--- src/rtl/bin_bcd_display_ctrl.sv ---
// 8-bit binary to 3-digit BCD (double-dabble) with multiplexed 7-seg scan.
// Optional BLANK_LZ_EN: blank leading-zero hundreds/tens digits.
module bin_bcd_display_ctrl #(
   parameter int REFRESH_DIV = 50000
) (
   input  logic        clk,
   input  logic        rst,
   input  logic [7:0]  value,
   input  logic        load,
   output logic        busy,
   output logic        done,
   output logic [11:0] bcd,
   output logic [2:0]  an,
   output logic [6:0]  seg
);

   typedef enum logic [1:0] {IDLE, SHIFT, DONE} state_t;

   localparam logic [19:0] RMAX = 20'(REFRESH_DIV - 1);

   state_t      state;
   logic [7:0]  shreg;
   logic [11:0] scratch;
   logic [11:0] adj;
   logic [2:0]  step;
   logic [19:0] rcnt;
   logic [1:0]  idx;
   logic [3:0]  nib;
   logic        blank;

   always_comb begin
      adj = scratch;
      for (int i = 0; i < 3; i++) begin
         if (scratch[4*i +: 4] >= 4'd5)
            adj[4*i +: 4] = scratch[4*i +: 4] + 4'd3;
      end
   end

   always_ff @(posedge clk or posedge rst) begin
      if (rst) begin
         state   <= IDLE;
         shreg   <= '0;
         scratch <= '0;
         step    <= '0;
         bcd     <= '0;
         busy    <= 1'b0;
         done    <= 1'b0;
      end else begin
         done <= 1'b0;
         case (state)
            IDLE, DONE: begin
               if (load) begin
                  shreg   <= value;
                  scratch <= '0;
                  step    <= '0;
                  busy    <= 1'b1;
                  state   <= SHIFT;
               end else begin
                  state <= IDLE;
               end
            end
            SHIFT: begin
               scratch <= {adj[10:0], shreg[7]};
               shreg   <= {shreg[6:0], 1'b0};
               step    <= step + 3'd1;
               // eighth shift: result is the shifted-in scratch
               if (step == 3'd7) begin
                  bcd   <= {adj[10:0], shreg[7]};
                  busy  <= 1'b0;
                  done  <= 1'b1;
                  state <= DONE;
               end
            end
            default: state <= IDLE;
         endcase
      end
   end

   always_ff @(posedge clk or posedge rst) begin
      if (rst) begin
         rcnt <= '0;
         idx  <= '0;
      end else if (rcnt == RMAX) begin
         rcnt <= '0;
         case (idx)
            2'd0:    idx <= 2'd1;
            2'd1:    idx <= 2'd2;
            default: idx <= 2'd0;
         endcase
      end else begin
         rcnt <= rcnt + 20'd1;
      end
   end

   always_comb begin
      an    = 3'b110;
      nib   = bcd[3:0];
      blank = 1'b0;
      case (idx)
         2'd1: begin
            an  = 3'b101;
            nib = bcd[7:4];
`ifdef BLANK_LZ_EN
            blank = (bcd[11:8] == 4'd0) && (bcd[7:4] == 4'd0);
`endif
         end
         2'd2: begin
            an  = 3'b011;
            nib = bcd[11:8];
`ifdef BLANK_LZ_EN
            blank = (bcd[11:8] == 4'd0);
`endif
         end
         default: ;
      endcase
   end

   always_comb begin
      seg = 7'b1111111;
      if (!blank) begin
         case (nib)
            4'd0:    seg = 7'b1000000;
            4'd1:    seg = 7'b1111001;
            4'd2:    seg = 7'b0100100;
            4'd3:    seg = 7'b0110000;
            4'd4:    seg = 7'b0011001;
            4'd5:    seg = 7'b0010010;
            4'd6:    seg = 7'b0000010;
            4'd7:    seg = 7'b1111000;
            4'd8:    seg = 7'b0000000;
            4'd9:    seg = 7'b0010000;
            default: seg = 7'b1111111;
         endcase
      end
   end

endmodule

--- config.mk ---
export PLATFORM = sky130hd
export DESIGN_NAME = bin_bcd_display_ctrl
export DESIGN_NICKNAME = d
export VERILOG_FILES = /design/src/rtl/bin_bcd_display_ctrl.sv
export SDC_FILE = /design/constraint.sdc
export NUM_CORES = 1
export LEC_CHECK = 0
export ABC_AREA = 1
export CORE_ASPECT_RATIO = 0.9
export CORE_MARGIN = 2
export CORE_UTILIZATION = 50
export CTS_CLUSTER_DIAMETER = 60
export DETAILED_ROUTE_END_ITERATION = 12
export PLACE_DENSITY = 0.74
export SYNTH_ARGS = -nofsm -noshare
export SYNTH_HDL_FRONTEND = slang
export SYNTH_SLANG_ARGS = --single-unit
export TNS_END_PERCENT = 20
--- constraint.sdc ---
create_clock -name clk -period 2.9 [get_ports clk]
set_clock_uncertainty 0.1 [all_clocks]
set_input_delay 0.58 -clock clk [delete_from_list [all_inputs] [get_ports clk]]
set_output_delay 0.58 -clock clk [all_outputs]
set_load 0.05 [all_outputs]
Word level (Yosys, flattened, before mapping)
Memory sizes are Yosys's and may differ from the RTL's.
Index checks and enable logic that the tools add are counted.

operators by class
  multiplexer cells = 21
  add/subtract/negate cells = 5
  eq/ne operators = 8
  reduce and logical (&&, ||, !) cells = 7
  magnitude comparators = 3

operator list
  cell                     number
  $pmux W12 S2             1
  $add A20 B1 Y20 const B  1
  $eq A20 B16 Y1 const B   1
  $mux W20                 1
  $pmux W8 S2              1
  $ge A4 B3 Y1 const B     3
  $mux W12                 1
  $pmux W3 S2              2
  $add A4 B2 Y4 const B    2
  $mux W4                  2
  $mux W8                  1
  $pmux W2 S2              2
  $pmux W4 S2              1
  $mux W3                  2
  $mux W1                  5
  $eq A2 B1 Y1 const B     2
  $eq A2 B2 Y1 const B     2
  $logic_not A2 Y1         2
  $ne A2 B2 Y1 const B     2
  $reduce_and A2 Y1        2
  $add A3 B1 Y3 const B    1
  $add A3 B2 Y3 const B    1
  $eq A3 B3 Y1 const B     1
  $reduce_and A3 Y1        1
  other kinds (4)          4

storage, ports and cells
  memories = 1
  input port bits = 11
  logic and storage cells = 54
  register bits after elaboration = 61
  output and inout bits = 24
  ROM bits = 112

memories
  memory            words  width  read ports  clocked after Yosys merged registers in  wr ports  RTL line  source
  (name not given)  16     7      1           0                                        0         121       case (nib)

Logic depth before layout (Yosys ltp)
  depth in word-level cells = 4
  depth in mapped cells = 12
  mapped depth without buffers = 12

Worst setup path after synthesis
No wires, ideal clock.

  kind = register to output
  from = reg idx[0]
  to = out seg[1]
  required time = 2.220 ns
  data arrival time = 2.885 ns
  path buffers = 0
  setup slack = -0.665 ns
  stages on the path, launching flop included = 9
  cells stage by stage = dfrtp_1 inv_1 ha_1 inv_1 nand2_1 nand2_1 inv_1 ha_1 o21ai_0

on the way
  word-level cells in the longest chain between the ends = 3
  elaborated cells on any way between the ends = 4
  those cells by class = eq/ne: 2; mux: 1; memory: 1

RTL lines
  what                                          RTL line  source
  start, declared                               27        logic [1:0] idx;
  start signal, assigned                        82        idx <= '0;
  start signal, assigned                        86        2'd0: idx <= 2'd1;
  start signal, assigned                        87        2'd1: idx <= 2'd2;
  $eq A2 B2 Y1 or $eq A2 B1 Y1 (tied branches)  99        case (idx)
  $pmux W4 S2 (*)                               99
  $mem_v2 Z16 W7 (*)                            -
  end, declared                                 14        output logic [6:0] seg

Mark *: on every way between the ends. The rest lies on a longest branch, timed or not.

Final worst setup path
  from = reg idx[1]
  to = out seg[5]

The elaborated chain is that of the path after synthesis.

==> qor.csv <==
metric;value;unit
status;completed;
CTS tree;done;
max frequency;347;MHz
All-Layer GR Usage;21.1;%
final worst-path cycle share;99.5;%
initial antenna violation count;0;
antenna cells;0;
Synth Net Count;449;
Worst VDD drop;0.840;mV
Crit. End Element;output pin;
top post-synthesis cells by area;dfrtp_1, nand2_1, inv_1, ha_1, nand3_1;
Synth Register Bits;61;
Top Ports;35;
predominant post-synthesis flop cell;dfrtp_1;
Initial Util;51.1;%
hold crit path type;reg -> reg;
worst-case hold slack;0.361;ns
pre-CTS setup slack;0.225;ns
transition time of the tightest slew-check pin;0.513;ns
Slew Viols, Final;0;
first-pass GRT wire length;12200;um
Lkg Pwr;0.00207;uW
Post-Syn Instances;422;
CTS root buffer;clkbuf_8;
unique cell type count in the Yosys netlist;27;
Routed Antenna Nets;0;
Syn Std Cell Area;3310;um^2
hold endpoint;rcnt[0]$_DFF_PP0_;
Synth top area share;46.1;%
layout cells sized above 1;13.1;%
clock period minus worst slack;2.89;ns
via count;2865;
asr flop ratio synth;100;%
Die Ht;81.2;um
Synth top cells by count;nand2_1, dfrtp_1, inv_1;
Final WS setup;0.0144;ns
slew margin rel.;65.7;%
Core Region;6480;um^2
Synth area leader;dfrtp_1;
most frequent cell after synthesis;nand2_1;
crit path DAT;2.21;ns
Max-Cap Viols;0;
Post-synth EDFFs;0;
post-DP HPWL;5290;um
endpoints failing hold;0;
wire per inst;13.3;um
RSZ-0062 raised after global routing;yes;
Row Count;28;
Port Buffer Count;34;
Worst-Skew Late Latency;0.34;ns
vias in the first global route;2782;
Worst R2R Path Depth;7;
pin count of the biggest net entering global routing;40;
htree depth;3;
worst path required time;2.22;ns
Ys Warns;0;
R2R Setup Slk;1.02;ns
Num CTS Buffers;9;
CP Class;reg -> out;
clk slew on worst S/H paths;0.06;ns
final wirelength;7490;um
Power Density;1110;nW/um^2
worst r2r src;step[0]$_DFFE_PP0P_;
min-delay src;rcnt[0]$_DFF_PP0_;
CTS Hold Bufs;0;
RePlAce Congestion;0.924;
post-synthesis sequential area ratio;46.1;%
FF-to-FF End;bcd[1]$_DFFE_PP0P_;
Via-to-Cell Ratio;5.08;
Die ar.;7290;um^2
Power Total;4660;uW
startpoint class of the critical path;flip-flop;
Layout Cell Area excl Fill;4190;um^2
Synth-to-Final Area Change;26.5;%
clock sink total;61;
Iteration-0 DRC Markers;115;
placed inst area;3850;um^2
Final setup viols;0;
Crit Path Max Fanout;7;
hold path depth;1;
Avg Cell Area, Syn;7.85;um^2
total gr overflow;0;
clk buf depth;2;
residual DRC count;0;
Fillers;562;
final net count;496;
first drt pass iteration count;4;
die width;89.8;um
-- routing by layer --
layer  wire length, um  vias up  global-route usage, %
met5                 0        -                      0
met4                56        0                   7.08
met3               353        8                   5.47
met2              3790       66                   37.3
met1              3290     1354                   25.5
li1                  -     1437                      -
-- worst max-delay path by stage --
stage	start	endpoint	slack (ns)	cells after the start
floorplan	idx[0]$_DFFE_PP0N_	seg[6]	0.08	10
global placement	idx[0]$_DFFE_PP0N_	seg[5]	0.31	13
detailed placement	idx[1]$_DFFE_PP0N_	seg[5]	0.23	13
CTS	idx[0]$_DFFE_PP0N_	seg[5]	0.0007	12
global route	idx[1]$_DFFE_PP0N_	seg[5]	-0.09	12
finish	idx[1]$_DFFE_PP0N_	seg[5]	0.01	12
-- final cells by class --
cell class | count | area, um^2 | area share (%)
flip-flops and latches | 61 | 1530 | 36.5
inverters | 64 | 245 | 5.85
well taps | 90 | 113 | 2.69
clock inverters | 7 | 98.8 | 2.36
repair buffers | 42 | 483 | 11.5
multi-input cells | 291 | 1600 | 38.1
clock buffers | 9 | 124 | 2.96
-- report_power, final --
group,total (uW),switching [uW],internal [uW]
clock network,838,351,487
logic,2550,1600,954
registers,1270,162,1110
total,4660,2110,2550
-- critical path: stages (launching register included) --
cell and delay (ns):
dfrtp_1 0.43, inv_2 0.10, ha_4 0.32, nand3_2 0.11
nand2_4 0.10, inv_4 0.05, ha_1 0.16, nand3b_1 0.14
nand2_1 0.11, inv_1 0.07, nand2_2 0.06, nand2_2 0.06
buf_12 0.15
-- repair_timing --
item / 4_1_cts / 5_1_grt
gates resized for setup: 5 / 17
setup buffers: 2 / 3
setup endpoints to repair: 5 / 7
pin swaps: 1 / 4
-- stage by stage --
step	cells	TNS, ns	utilization, %
final	564	0	64.6
after global routing	564	-0.339	64.6
after CTS	561	0	63.3
after detailed placement	543	0	59.4
after global placement	543	0	59.4
after floorplan	422	0	-
-- flip-flops by register name (all words and copies together) (netlist names) --
signal / cells
rcnt: 20
bcd: 12
scratch: 12
shreg: 8
step: 3
idx: 2
state: 2
busy: 1
done: 1
-- cells in the final DEF (no fill, tap or decap), types with 2 or more instances in the layout --
cell and instances:
nand2_1 121, dfrtp_1 60, inv_1 54, nand3_1 34, nor2_1 33, o21ai_0 27
clkdlybuf4s50_1 27, xor2_1 12, ha_1 12, nand4_1 9, clkbuf_8 9, nand2_2 8
buf_12 8, inv_2 7, o211ai_1 7, buf_4 7, o22ai_1 6, ha_4 4
nor2_4 3, a22o_1 2, inv_4 2, o21ai_2 2, xnor2_1 2, bufinv_16 2
clkinv_4 2
-- cells by family (layout without fill, tap and decap cells) --
family	count (synthesis)	in the layout	share of synthesized area (%)
adder cells (fa/ha/maj)	16	16	6.05
AND/OR/NAND/NOR	214	214	27.5
AO/OA/AOI/OAI	47	47	8.50
flip-flops	61	61	46.1
XOR/XNOR	14	14	3.70
buffers and inverters	70	122	8.13
No activity file was read; power rests on OpenSTA's default activity.
